$ cat src/rtl/shift_sequencer.sv
// Multi-cycle barrel-free shifter: one bit position per clock, with a
// Busy/Done handshake toward the control unit that captures Result on Done.
module shift_sequencer #(
    parameter int WIDTH = 8,
    parameter int AMT_W = 3
) (
    input  logic             CLK,
    input  logic             Reset_n,
    input  logic             Start,
    input  logic [WIDTH-1:0] Operand,
    input  logic [AMT_W-1:0] Amount,
    input  logic             Dir,
    input  logic             Arith,
    output logic             Busy,
    output logic             Done,
    output logic [WIDTH-1:0] Result,
    output logic             CarryOut,
    output logic [1:0]       Dbg_state
);

    // Handshake: Start is a request that is accepted on any rising edge where
    // the unit is not in SHIFT (IDLE or DONE); it is silently dropped otherwise.
    // Done is a one-cycle strobe; Result/CarryOut stay stable from Done until
    // the next accepted Start, so the consumer may sample them on Done.
    typedef enum logic [1:0] {
        IDLE  = 2'd0,
        SHIFT = 2'd1,
        DONE  = 2'd2
    } state_t;

    state_t           state, state_nxt;
    logic [WIDTH-1:0] result_nxt;
    logic             carry_nxt;
    logic [AMT_W-1:0] count, count_nxt;
    logic             dir_q, dir_nxt;
    logic             arith_q, arith_nxt;

    always_ff @(posedge CLK or negedge Reset_n) begin
        if (!Reset_n) begin
            state    <= IDLE;
            Result   <= '0;
            CarryOut <= 1'b0;
            count    <= '0;
            dir_q    <= 1'b0;
            arith_q  <= 1'b0;
        end else begin
            state    <= state_nxt;
            Result   <= result_nxt;
            CarryOut <= carry_nxt;
            count    <= count_nxt;
            dir_q    <= dir_nxt;
            arith_q  <= arith_nxt;
        end
    end

    always_comb begin
        state_nxt  = state;
        result_nxt = Result;
        carry_nxt  = CarryOut;
        count_nxt  = count;
        dir_nxt    = dir_q;
        arith_nxt  = arith_q;
        case (state)
            IDLE, DONE: begin
                if (Start) begin
                    result_nxt = Operand;
                    carry_nxt  = 1'b0;
                    count_nxt  = Amount;
                    dir_nxt    = Dir;
                    arith_nxt  = Arith;
                    state_nxt  = (Amount == '0) ? DONE : SHIFT;
                end else if (state == DONE) begin
                    state_nxt = IDLE;
                end
            end
            SHIFT: begin
                if (!dir_q) begin
                    carry_nxt  = Result[WIDTH-1];
                    result_nxt = {Result[WIDTH-2:0], 1'b0};
                end else begin
                    // Sign fill only applies to right shifts.
                    carry_nxt  = Result[0];
                    result_nxt = {arith_q & Result[WIDTH-1], Result[WIDTH-1:1]};
                end
                count_nxt = count - 1'b1;
                if (count == AMT_W'(1)) begin
                    state_nxt = DONE;
                end
            end
            default: state_nxt = IDLE;
        endcase
    end

    assign Busy      = (state == SHIFT);
    assign Done      = (state == DONE);
    assign Dbg_state = state;

endmodule

$ cat config.mk
export PLATFORM = sky130hd
export DESIGN_NAME = shift_sequencer
export DESIGN_NICKNAME = d
export VERILOG_FILES = /design/src/rtl/shift_sequencer.sv
export SDC_FILE = /design/constraint.sdc
export NUM_CORES = 1
export LEC_CHECK = 0
export ABC_AREA = 1
export BUFFER_PORTS_ARGS = -buffer_cell sky130_fd_sc_hd__clkbuf_2
export CAP_MARGIN = 20
export CORE_AREA = 3 3 45 57
export CTS_CLUSTER_DIAMETER = 120
export CTS_CLUSTER_SIZE = 12
export DETAILED_ROUTE_END_ITERATION = 10
export DIE_AREA = 0 0 48 60
export HOLD_SLACK_MARGIN = 0.03
export PLACE_DENSITY = 0.71
export SLEW_MARGIN = 20
export SYNTH_ARGS = -nofsm -noshare
export SYNTH_HDL_FRONTEND = slang
export SYNTH_SLANG_ARGS = --single-unit
export TNS_END_PERCENT = 5
$ cat constraint.sdc
create_clock -name CLK -period 1.2 [get_ports CLK]
set_clock_uncertainty 0.15 [all_clocks]
set_input_delay 0.24 -clock CLK [delete_from_list [all_inputs] [get_ports CLK]]
set_output_delay 0.24 -clock CLK [all_outputs]
set_load 0.1 [all_outputs]
Yosys cells after proc, flatten, opt, wreduce, memory -nomap -nowiden
Index checks and enable logic that the tools add are counted.

operators by class
  add/subtract/negate cells = 1
  equal/unequal tests = 6
  multiplexer cells = 13
  bitwise logic cells = 1
  reduce and logical (&&, ||, !) cells = 7

operators with widths
  kind                   number
  $mux W8                2
  $pmux W8 S2            1
  $mux W2                4
  $pmux W3 S2            1
  $reduce_and A2 Y1      3
  $pmux W2 S2            1
  $eq A3 B1 Y1 const B   1
  $logic_not A3 Y1       1
  $mux W3                1
  $ne A3 B3 Y1 const B   1
  $sub A3 B1 Y3 const B  1
  $eq A2 B1 Y1 const B   1
  $eq A2 B2 Y1 const B   1
  $logic_not A2 Y1       1
  $mux W1                2
  $ne A2 B1 Y1 const B   1
  $ne A2 B2 Y1 const B   1
  $pmux W1 S2            1
  $reduce_bool A2 Y1     1
  $reduce_or A2 Y1       1
  $and A1 B1 Y1          1

word-level totals
  bits in registers = 16
  output and inout port bits = 13
  logic and storage cells = 34

Depth between registers and ports, before layout
  depth in word-level cells = 4
  gate-level depth with buffers = 7

Least setup slack after synthesis
Ideal clock, no wire load.

  kind = register to output
  start point = reg state[1], in the netlist Dbg_state[1]
  end point = out Done
  arrival = 2.350 ns
  data required time = 0.810 ns
  setup slack = -1.540 ns
  stages on the path, launching flop included = 3
  path through = dfrtp_1 > inv_2 > nor2_1

on the way
  word-level cells in the longest chain between the ends = 1

RTL lines
  item                    line  text
  start, declared         31    state_t state, state_nxt;
  start signal, assigned  47    state <= state_nxt;
  $eq A2 B2 Y1            95    assign Done = (state == DONE);
  end, declared           15    output logic Done,

No other way between the ends.

Final worst setup path
  start point = reg state[0], in the netlist Dbg_state[0]
  end point = out Done

Same word-level chain as after synthesis.

==> run_summary.xml <==
<?xml version="1.0" encoding="UTF-8"?>
<metrics>
  <group name="run_status">
    <metric name="status" unit="">complete, but fails checks</metric>
    <metric name="violations" unit="">negative setup slack</metric>
  </group>
  <group name="placement">
    <metric name="placed_cell_area" unit="um^2">1330</metric>
    <metric name="place.detailed.hpwl" unit="mm">1.75</metric>
    <metric name="gpl.final_weighted_congestion" unit="">0.841</metric>
    <metric name="port_buffers" unit="">28</metric>
    <metric name="dpl_ws" unit="ps">-164</metric>
  </group>
  <group name="worst_setup_path">
    <metric name="crit_path_max_fanout" unit="">4</metric>
    <metric name="path_class" unit="">reg2out</metric>
    <metric name="crit_start" unit="">Dbg_state[0]</metric>
    <metric name="r2r_cells" unit="">5</metric>
    <metric name="regToRegSetupSlack" unit="ps">-190</metric>
    <metric name="worstSetupStartpointType" unit="">flop</metric>
    <metric name="cpMaxStageDelayCell" unit="">dfrtp_4</metric>
    <metric name="worst_path_cell_trace" unit="">buf_6 &gt; nor2_4 &gt; buf_12</metric>
    <metric name="critical_path.endpoint_type" unit="">output pin</metric>
    <metric name="rr_endpoint" unit="">Result[1]</metric>
    <metric name="cp_slowest_stage_delay" unit="ps">510</metric>
    <metric name="critical_path_required" unit="ps">810</metric>
    <metric name="worst_ep_arrival_time" unit="ps">1210</metric>
    <metric name="worstReg2RegStart" unit="">Dbg_state[1]</metric>
  </group>
  <group name="route">
    <metric name="first_pass_iters" unit="">4</metric>
    <metric name="vias_per_cell" unit="">5.14</metric>
    <metric name="post_drt_wl_per_cell" unit="um">12.7</metric>
    <metric name="drt_drc_violations_left" unit="">0</metric>
    <metric name="postRouteAntennaNets" unit="">0</metric>
    <metric name="routed_wl" unit="mm">2.38</metric>
    <metric name="route.vias.total" unit="">967</metric>
    <metric name="first_iter_violations" unit="">37</metric>
  </group>
  <group name="synthesis">
    <metric name="synth_seq_area_share" unit="">0.448</metric>
    <metric name="largest_cells_by_area_after_synthesis" unit="">dfrtp_1 45%, nand2_1 19%, o21ai_0 6.2%</metric>
    <metric name="synthesis.instances" unit="">123</metric>
    <metric name="yosys.area.top_type_share" unit="">0.448</metric>
    <metric name="synth_seq_cells" unit="">16</metric>
    <metric name="synth_cell_types" unit="">17</metric>
    <metric name="synth_area_per_cell" unit="um^2">7.27</metric>
    <metric name="yosys.area.top_type" unit="">dfrtp_1</metric>
    <metric name="synth.cell_area" unit="um^2">895</metric>
    <metric name="synthesis.nets" unit="">141</metric>
    <metric name="ys_warn_count" unit="">0</metric>
  </group>
  <group name="sta">
    <metric name="worst_slew_pin_slew" unit="ps">421</metric>
    <metric name="slew_violations" unit="">0</metric>
    <metric name="post-route-period-util" unit="">1.33</metric>
    <metric name="grt_setup_unrepaired" unit="">true</metric>
    <metric name="post-route-worst-setup-slack" unit="ps">-398</metric>
    <metric name="finalHoldViolations" unit="">0</metric>
    <metric name="slew-limit-headroom" unit="">0.719</metric>
    <metric name="fmax" unit="GHz">0.626</metric>
    <metric name="period_minus_slack" unit="ps">1600</metric>
    <metric name="setup_viol" unit="">28</metric>
  </group>
  <group name="floorplan">
    <metric name="die_x" unit="um">48</metric>
    <metric name="io_pins" unit="">29</metric>
    <metric name="die_area" unit="um^2">2880</metric>
    <metric name="core-area" unit="um^2">2030</metric>
    <metric name="num_rows" unit="">18</metric>
    <metric name="floorplan.initialDensity" unit="">0.441</metric>
    <metric name="die_height" unit="um">60</metric>
  </group>
  <group name="cells_and_area">
    <metric name="layout-drive-gt1-share" unit="">0.411</metric>
    <metric name="antenna_cells" unit="">0</metric>
    <metric name="synthToLayoutAreaGrowth" unit="%">61.7</metric>
    <metric name="mostFrequentLayoutCell" unit="">nand2_1</metric>
    <metric name="fin_area" unit="um^2">1450</metric>
    <metric name="num-nets-final" unit="">187</metric>
    <metric name="fillers" unit="">147</metric>
    <metric name="final_cell_mix" unit="">46 x nand2_1, 15 x clkbuf_2, 13 x buf_12, 11 x o21ai_0</metric>
  </group>
  <group name="global_routing">
    <metric name="via_count_of_the_first_global_routing_pass" unit="">947</metric>
    <metric name="grt_max_degree" unit="">17</metric>
    <metric name="grt_util_all_layers" unit="">0.198</metric>
    <metric name="grt_first_pass_wirelength" unit="mm">4.08</metric>
    <metric name="antenna_violations_before_repair" unit="">0</metric>
    <metric name="global_route.overflow_total" unit="">0</metric>
  </group>
  <group name="clock_tree">
    <metric name="cts_root_buf" unit="">clkbuf_4</metric>
    <metric name="cts_made_buffers" unit="">3</metric>
    <metric name="maximum_buffer_depth_of_the_clock_tree" unit="">2</metric>
    <metric name="cts.reportedPaths.clkPinSlew" unit="ps">100</metric>
    <metric name="cts_num_sinks" unit="">16</metric>
    <metric name="insertion_delay_of_the_later_clocked_pin_in_the_worst_skew_pair" unit="ps">290</metric>
    <metric name="htree_levels" unit="">1</metric>
    <metric name="cts_tree" unit="">done</metric>
  </group>
  <group name="min_path">
    <metric name="hold_path_class" unit="">in2reg</metric>
    <metric name="min_path_cells" unit="">3</metric>
    <metric name="worstHoldStart" unit="">Amount[2]</metric>
    <metric name="hold_end" unit="">count[2]</metric>
  </group>
  <group name="run">
    <metric name="maxCapViolations" unit="">0</metric>
  </group>
</metrics>
==> worst max path at each step <==
stage / to / slack [ps] / depth (start not counted)
6_report: Done / -400 / 3
5_1_grt: Done / -440 / 3
4_1_cts: Done / -410 / 3
3_5_place_dp: CarryOut / -160 / 6
3_3_place_gp: Result[4] / -120 / 4
2_1_floorplan: Done / -390 / 2
==> layout make-up <==
cell class	count	area, um^2	area share
clock buffer	4	26.3	0.0182
inverter	11	43.8	0.0303
multi-input combinational	92	448	0.310
sequential	16	418	0.289
tap	20	25.0	0.0173
timing repair buffer	45	485	0.336
==> metrics by stage <==
step                 util  instances  TNS, ps  hold slack (ps)
floorplan               -        123    -6110             -206
global placement    0.657        180    -1470             31.3
detailed placement  0.657        180    -1910             33.6
CTS                 0.709        188    -4460             36.6
global route        0.714        188    -5620             56.7
finish              0.714        188    -4380             36.0
==> cell families after synthesis <==
logic type	Yosys count	share of synthesized area
AOI/OAI and AO/OA	19	0.106
adders and majority gates	2	0.0280
buffers and inverters	15	0.0881
DFF	16	0.448
and+or+nand+nor	71	0.330
==> worst max-delay path, delay by kind of cell, from the launching register on <==
family | cells | cell delay [ps]
DFF | 1 | 510
buffers and inverters | 2 | 320
and+or+nand+nor | 1 | 90
==> synthesized netlist by cell type <==
library cell  count
nand2_1          46
clkinv_1          1
nor3_1            1
nor2_4            1
nor2_1           11
inv_1             7
nand3_1           8
or2_2             1
o21ai_0          11
ha_1              2
inv_2             3
buf_4             2
a21oi_1           6
dfrtp_1          16
o21ai_1           2
buf_6             2
nand2_2           3
==> what timing repair did <==
action | CTS | global route
endpoints found under the hold margin | 18 | 0
hold buffers | 3 | 0
setup endpoints to repair | 29 | 29
gates resized for setup | 14 | 5
pin swaps | 4 | 0
setup buffers | 1 | 0
==> registers in the layout, indices dropped and copies added (netlist names) <==
signal     count
arith_q        1
count          3
CarryOut       1
Result         8
dir_q          1
Dbg_state      2
==> per-layer routing <==
| metal | GRT usage | wire [um] |
|---|---|---|
| met5 | 0 | 0 |
| met1 | 0.251 | 939 |
| met2 | 0.319 | 1240 |
| met3 | 0.0301 | 148 |
| met4 | 0.0923 | 58 |
Power is not shown: default switching activity piles up to over one toggle a cycle in this logic, so the estimate is an artifact.
